## src/rtl/phy_rx_serial_paral.sv

```systemverilog
// rtl/phy_rx_serial_paral.sv - serial-to-parallel PHY receiver with COM-symbol byte alignment (optional PHY_RX_LOS_EN loss-of-sync monitor)
module phy_rx_serial_paral #(
    parameter logic [7:0]  COM_BYTE    = 8'hBC,
    parameter int unsigned ALIGN_COUNT = 4
`ifdef PHY_RX_LOS_EN
    ,
    parameter int unsigned LOS_COUNT   = 4
`endif
) (
    input  logic       clk_8f,
    input  logic       reset,
    input  logic       serial_in,
    output logic [7:0] data_out,
    output logic       valid_out,
    output logic       byte_strobe,
    output logic       active
);

    typedef enum logic [1:0] {
        SEARCH   = 2'd0,
        ALIGNING = 2'd1,
        ACTIVE   = 2'd2
    } state_t;

    // com_cnt counts aligned COMs; the last needed one is reached when com_cnt+1 == ALIGN_COUNT
    localparam logic [3:0] ALIGN_LAST = 4'(ALIGN_COUNT - 1);
`ifdef PHY_RX_LOS_EN
    localparam logic [3:0] LOS_LAST   = 4'(LOS_COUNT - 1);
`endif

    state_t     state;
    // Only the seven most recent bits are kept: the eighth bit of the match
    // window is always the bit being sampled at the current edge.
    logic [6:0] sr;
    logic [2:0] bit_cnt;
    logic [3:0] com_cnt;
`ifdef PHY_RX_LOS_EN
    logic [3:0] los_cnt;
`endif

    logic [7:0] w;
    logic       boundary;
    logic       com_hit;

    assign w        = {sr, serial_in};
    assign boundary = (bit_cnt == 3'd7);
    assign com_hit  = (w == COM_BYTE);

    // Serial history: shift in one bit per clk_8f edge, MSB first
    always_ff @(posedge clk_8f or negedge reset) begin
        if (!reset) begin
            sr <= '0;
        end else begin
            sr <= w[6:0];
        end
    end

    // Alignment FSM with registered data/valid/strobe/active outputs
    always_ff @(posedge clk_8f or negedge reset) begin
        if (!reset) begin
            state       <= SEARCH;
            bit_cnt     <= '0;
            com_cnt     <= '0;
            data_out    <= 8'h00;
            valid_out   <= 1'b0;
            byte_strobe <= 1'b0;
            active      <= 1'b0;
`ifdef PHY_RX_LOS_EN
            los_cnt     <= '0;
`endif
        end else begin
            case (state)
                SEARCH: begin
                    // Hunt for COM at any phase; a hit defines slot phase
                    byte_strobe <= 1'b0;
                    bit_cnt     <= '0;
                    if (com_hit) begin
                        com_cnt <= 4'd1;
                        state   <= ALIGNING;
                    end
                end

                ALIGNING: begin
                    byte_strobe <= 1'b0;
                    bit_cnt     <= bit_cnt + 3'd1;
                    if (boundary) begin
                        if (com_hit) begin
                            com_cnt <= com_cnt + 4'd1;
                            if (com_cnt == ALIGN_LAST) begin
                                state  <= ACTIVE;
                                active <= 1'b1;
                            end
                        end else begin
                            // Chain broken: any non-COM slot restarts the hunt
                            state   <= SEARCH;
                            com_cnt <= '0;
                        end
                    end
                end

                ACTIVE: begin
                    bit_cnt     <= bit_cnt + 3'd1;
                    byte_strobe <= boundary;
                    if (boundary) begin
                        if (!com_hit) begin
                            data_out  <= w;
                            valid_out <= 1'b1;
                        end else begin
                            // Idle slot: strobe still fires, data_out keeps last byte
                            valid_out <= 1'b0;
                        end
                    end
`ifdef PHY_RX_LOS_EN
                    if (boundary) begin
                        if (com_hit) begin
                            los_cnt <= '0;
                        end
                    end else if (com_hit) begin
                        // COM seen off the slot grid: the lane has slipped
                        if (los_cnt == LOS_LAST) begin
                            state       <= SEARCH;
                            active      <= 1'b0;
                            valid_out   <= 1'b0;
                            byte_strobe <= 1'b0;
                            los_cnt     <= '0;
                            com_cnt     <= '0;
                            bit_cnt     <= '0;
                        end else begin
                            los_cnt <= los_cnt + 4'd1;
                        end
                    end
`endif
                end

                default: begin
                    state  <= SEARCH;
                    active <= 1'b0;
                end
            endcase
        end
    end

endmodule
```

## config.mk

```make
export PLATFORM = sky130hd
export DESIGN_NAME = phy_rx_serial_paral
export DESIGN_NICKNAME = d
export VERILOG_FILES = /design/src/rtl/phy_rx_serial_paral.sv
export SDC_FILE = /design/constraint.sdc
export NUM_CORES = 1
export LEC_CHECK = 0
export ABC_CLOCK_PERIOD_IN_PS = 1950
export CORE_ASPECT_RATIO = 1.1
export CORE_MARGIN = 2
export CORE_UTILIZATION = 54
export DETAILED_ROUTE_END_ITERATION = 6
export GPL_ROUTABILITY_DRIVEN = 0
export GPL_TIMING_DRIVEN = 0
export PLACE_DENSITY = 0.8
export SETUP_SLACK_MARGIN = 0.5
export SYNTH_ARGS = -nofsm -noshare
export SYNTH_HDL_FRONTEND = slang
export SYNTH_SLANG_ARGS = --single-unit
```

## constraint.sdc

```tcl
create_clock -name clk_8f -period 1.95 [get_ports clk_8f]
set_input_delay 0.195 -clock clk_8f [delete_from_list [all_inputs] [get_ports clk_8f]]
set_output_delay 0.195 -clock clk_8f [all_outputs]
set_load 0.02 [all_outputs]
```

==> results of run 1 <==
-- per-layer routing --
layer / wire [microns] / global-route usage (%)
met5: 0 / 0
met4: 47 / 9.259
met3: 65 / 3.825
met2: 1443 / 38.22
met1: 1268 / 26.96
-- cell usage after synthesis --
cell           instances
dfrtp_1               27
nand2_1               17
mux2_2                 8
ha_1                   7
inv_1                  6
a21oi_1                5
o21ai_0                5
nand3_1                3
nor3b_1                3
clkbuf_1               2
nor2_1                 2
nor3_1                 2
o211ai_1               2
o22ai_1                2
a211oi_1               1
a211oi_2               1
a31oi_1                1
and2_2                 1
and3_1                 1
and3b_1                1
and4_1                 1
dlygate4sd1_1          1
nand2_2                1
nand3_4                1
nor2b_1                1
nor4_1                 1
nor4b_4                1
o221ai_1               1
o32a_1                 1
or2_2                  1
or3b_4                 1
-- registers in the layout (all words and copies together) (netlist names) --
signal       flops
data_out         8
sr               7
com_cnt          4
bit_cnt          3
state            2
active           1
byte_strobe      1
valid_out        1
-- worst paths after layout --
kind,from,end,slack [ns],depth (start not counted)
max,sr[0],data_out[3],0.37,4
min,reset,sr[2],0.39,2
max reg2reg,sr[0],data_out[3],0.37,4
min reg2reg,sr[2],sr[3],0.42,0
max in group asynchronous,reset,data_out[3],1.16,2
min in group clk_8f,serial_in,sr[0],0.39,1
-- critical path, cell delays in order, from the launching register on --
cell and delay [ns]:
dfrtp_1 0.44, nor4b_4 0.35, nand2_2 0.20, nand3_4 0.14, mux2_2 0.34
-- area by class of cell --
type | instances | area share (%)
flip-flops and latches | 27 | 40.06
clock inverters | 1 | 0.2967
plain buffers | 3 | 1.558
inverters | 6 | 1.335
clock buffers | 3 | 1.335
repair buffers | 30 | 14.99
well taps | 30 | 2.226
multi-input cells | 73 | 38.20
-- stage by stage --
| stage | total power, mW | utilization (%) |
|---|---|---|
| 3_3_place_gp | 0.9165 | 64.51 |
| 4_1_cts | 1.254 | 72.85 |
| 5_1_grt | 1.398 | 76.42 |
| 6_report | 1.329 | 76.42 |
| 3_5_place_dp | 0.9355 | 64.51 |
| 2_1_floorplan | 0.8646 | - |
-- kinds of logic (layout without fill, tap and decap cells) --
| family | after synthesis | in the layout | synth area share (%) |
|---|---|---|---|
| DFF | 27 | 27 | 54.38 |
| and+or+nand+nor | 38 | 39 | 18.33 |
| muxes | 8 | 8 | 7.251 |
| adders and majority gates | 7 | 7 | 7.049 |
| buffers and inverters | 9 | 43 | 3.122 |
| AOI/OAI and AO/OA | 19 | 19 | 9.868 |
-- where the power goes --
part           internal (mW)  switching, mW
registers              0.616         0.0512
clock network         0.0771          0.165
logic                  0.213          0.208
total                  0.906          0.423
-- what timing repair did --
action	4_1_cts	5_1_grt
hold endpoints to repair	0	27
pin swaps	6	4
setup endpoints to repair	26	16
resized for setup	31	17
cloned	1	0
hold buffers	0	1
buffers inserted	12	4
==> results.toml, run 1 <==
[global_routing]
grt_use_total_pct = 21.77
overflow = 0
antenna_found_initial = 0
grt_pass1_vias = 931
grt_max_degree = 28
grt_pass1_wl_microns = 4250

[sta]
worst_pin_slew_ns = 0.6093
finalSetupViolations = 0
setup_tns_ns = 0
hold_ws_ns = 0.3917
period_share_pct = 80.90
clock_skew_ns = 0.01399
rsz0062_at_grt = "true"
finalCriticalPeriod_ns = 1.577
finalHoldViolations = 0
layout_setup_ws_ns = 0.3725
drv_slew = 0
slew_headroom_pct = 59.38
max_freq_mhz = 633.9

[floorplanning]
start_util_pct = 56.29
die_area_sq_um = 2701
fp.dieW_microns = 49.74
die_height_microns = 54.31
core_area_sq_um = 2207
num_rows = 18
io_pins = 14

[synthesis]
synth_area_sq_um = 1242
synth_nets = 118
synth.area.top_cells = "dfrtp_1, mux2_2, ha_1"
ys_warn_count = 0
yosysSeqAreaShare_pct = 54.38
syn_inst = 108
synth_seq_cells = 27
avgSynthCellArea_sq_um = 11.50
synth.distinct_cells = 31
yosys.area.top_type_share_pct = 54.38
yosys.area.top_type = "dfrtp_1"

[route]
drt_first_pass_iters = 4
wl_microns = 2825
drt-initial-drc-count = 15
drc = 0
avgRoutedWirePerCell_microns = 16.33
ant_nets = 0
viasPerCell = 5.503
vias = 952

[cells_and_area]
fill_cells = 166
fin_area_sq_um = 1687
area_delta_synth_final_pct = 35.75
layout_commonest_cell = "dfrtp_1"
n_antenna_cell = 0
multi_input_area_sq_um = 644.4
layout.nets = 154
stdcell_count = 173
final_cell_mix = "dfrtp_1, nand2_1, buf_4"
drive_above_1_share_pct = 40.56
layout.area.seq_sq_um = 675.6

[power]
leakagePower_nw = 0.7979
vdd.ir_drop.worst_mv = 0.6670
power.density_nw_per_um2 = 788.2

[placement]
dpl_cell_area_sq_um = 1424
place_inst = 151
pre_cts_ws_ns = 0.1725
place_hpwl_microns = 1556
port_buffers = 13

[critical_path]
worstSetupStartpointType = "register"
critPathKind = "reg -> reg"
cp_data_required_time_ns = 2.17
cp-end-kind = "register"
critPathMaxFanout = 5
critPathArrivalTime_ns = 1.80

[clocking]
numCtsBuffers = 3
clkTransAtPathRegs_ns = 0.15
clock_path_buffers = 2
tritoncts = "yes"
clock_sinks = 27
cts_htree_levels = 1
clk_latency_ns = 0.34
clock-root-buffer = "clkbuf_4"

[run]
maxCapViolCount = 0

[worst_hold_path]
hold_path.class = "in -> async"

[outcome]
outcome = "finished clean"
No activity file was read; power rests on OpenSTA's default activity.
==> run 2: changes to the inputs <==
- ABC_CLOCK_PERIOD_IN_PS: 1950 -> 1600
- clock period: 1.95 -> 1.6 ns (I/O delays scaled with it)
==> results.toml, run 2 (synthesis results as in run 1) <==
[route]
avgRoutedWirePerCell_microns = 17.28
wl_microns = 3059
vias = 973
viasPerCell = 5.497
ant_nets = 0
drc = 0
drt_first_pass_iters = 4
drt-initial-drc-count = 14

[clocking]
clock_sinks = 27
numCtsBuffers = 3
clk_latency_ns = 0.33
cts_htree_levels = 1
clock_path_buffers = 2
clock-root-buffer = "clkbuf_4"
tritoncts = "yes"
clkTransAtPathRegs_ns = 0.15
hold_buffers = 0

[power]
power.density_nw_per_um2 = 971.8
leakagePower_nw = 0.8193
vdd.ir_drop.worst_mv = 0.9167

[global_routing]
grt_max_degree = 28
overflow = 0
grt_use_total_pct = 21.60
antenna_found_initial = 0
grt_pass1_wl_microns = 4291
grt_pass1_vias = 891

[sta]
rsz0062_at_grt = "true"
clock_skew_ns = 0.002536
drv_slew = 0
layout_setup_ws_ns = 0.01855
finalCriticalPeriod_ns = 1.581
worst_pin_slew_ns = 1.164
finalHoldViolations = 0
slew_headroom_pct = 22.41
hold_ws_ns = 0.1288
period_share_pct = 98.84
finalSetupViolations = 0
max_freq_mhz = 632.3

[floorplanning]
die_area_sq_um = 2701
fp.dieW_microns = 49.74
core_area_sq_um = 2207
die_height_microns = 54.31
io_pins = 14
num_rows = 18
start_util_pct = 56.29

[placement]
place_hpwl_microns = 1653
place_inst = 151
pre_cts_ws_ns = -0.2291
port_buffers = 13

[critical_path]
ff2ff_path_depth = 5
critPathMaxFanout = 6
worstSetupStartpointType = "register"
critPathKind = "reg -> reg"
cp_data_required_time_ns = 1.84
r2r-end = "data_out[2]"
r2r_slack_ns = 0.02
cp-end-kind = "register"
critPathArrivalTime_ns = 1.82
reg2reg_from = "sr[0]"

[cells_and_area]
layout.nets = 158
largest_register_ffs = 8
top_register = "data_out"
final_cell_mix = "dfrtp_1, buf_4, nand2_1"
n_antenna_cell = 0
reg.largest.list = "data_out x8, sr x7, com_cnt x4"
drive_above_1_share_pct = 51.70
area_delta_synth_final_pct = 38.67
layout_commonest_cell = "dfrtp_1"
stdcell_count = 177

[run]
maxCapViolCount = 0

[worst_hold_path]
hold_path.class = "in -> async"

[outcome]
outcome = "finished clean"
==> run 2: cell types whose count changed in the layout (fill, tap and decap cells not counted), sizes merged <==
cell and change:
buf +16, clkdlybuf4s15 +1, dlygate4sd2 -11, dlygate4sd3 -1, nand3 -1
==> run 2: through the flow <==
stage          util [%]  TNS [ns]  area [sq um]  power [mW]
3_5_place_dp      65.99    -2.166          1456       1.160
2_1_floorplan         -         0          1289       1.064
4_1_cts           71.94         0          1588       1.536
6_report          78.06         0          1723       1.674
3_3_place_gp      65.99    -1.704          1456       1.129
5_1_grt           78.06   -0.3156          1723       1.754
==> run 2: metal layers <==
metal  GRT usage, %  share of wire, %
met1          27.19                42
met2          38.44                54
met5              0                 0
met3          3.825               2.5
met4          6.944               1.2
==> run 2: worst max-delay path: stages, from the launching register on <==
cell     delay (ns)
dfrtp_1        0.44
nor4b_4        0.35
nand2_2        0.13
nand3_4        0.13
buf_6          0.14
mux2_4         0.29
==> run 2: worst max path at each step <==
stage / depth (start not counted) / from / endpoint / slack, ns
finish: 5 / sr[0] / data_out[2] / 0.02
global route: 5 / sr[0] / data_out[0] / -0.05
CTS: 5 / sr[5] / data_out[0] / 0.06
detailed placement: 5 / serial_in / data_out[4] / -0.23
global placement: 5 / serial_in / data_out[5] / -0.19
floorplan: 5 / com_cnt[0] / state[0] / 0.19
==> run 2: where the power goes <==
group / internal, mW / switching (mW)
combinational: 0.284 / 0.268
sequential: 0.750 / 0.0672
clock: 0.0940 / 0.211
total: 1.13 / 0.546
==> run 2: area by class of cell <==
type / count / area, sq um
flip-flops and latches: 27 / 675.6
multi-input cells: 72 / 670.6
fillers: 154 / 484.2
repair buffers: 35 / 262.8
well taps: 30 / 37.54
plain buffers: 3 / 26.28
clock buffers: 3 / 22.52
inverters: 6 / 22.52
clock inverters: 1 / 5.005
==> run 2: what timing repair did <==
| action | in CTS | in global routing |
|---|---|---|
| endpoints found under the hold margin | 0 | 0 |
| buffers inserted | 15 | 7 |
| pin swaps | 4 | 10 |
| setup endpoints to repair | 57 | 47 |
| resized for setup | 64 | 21 |
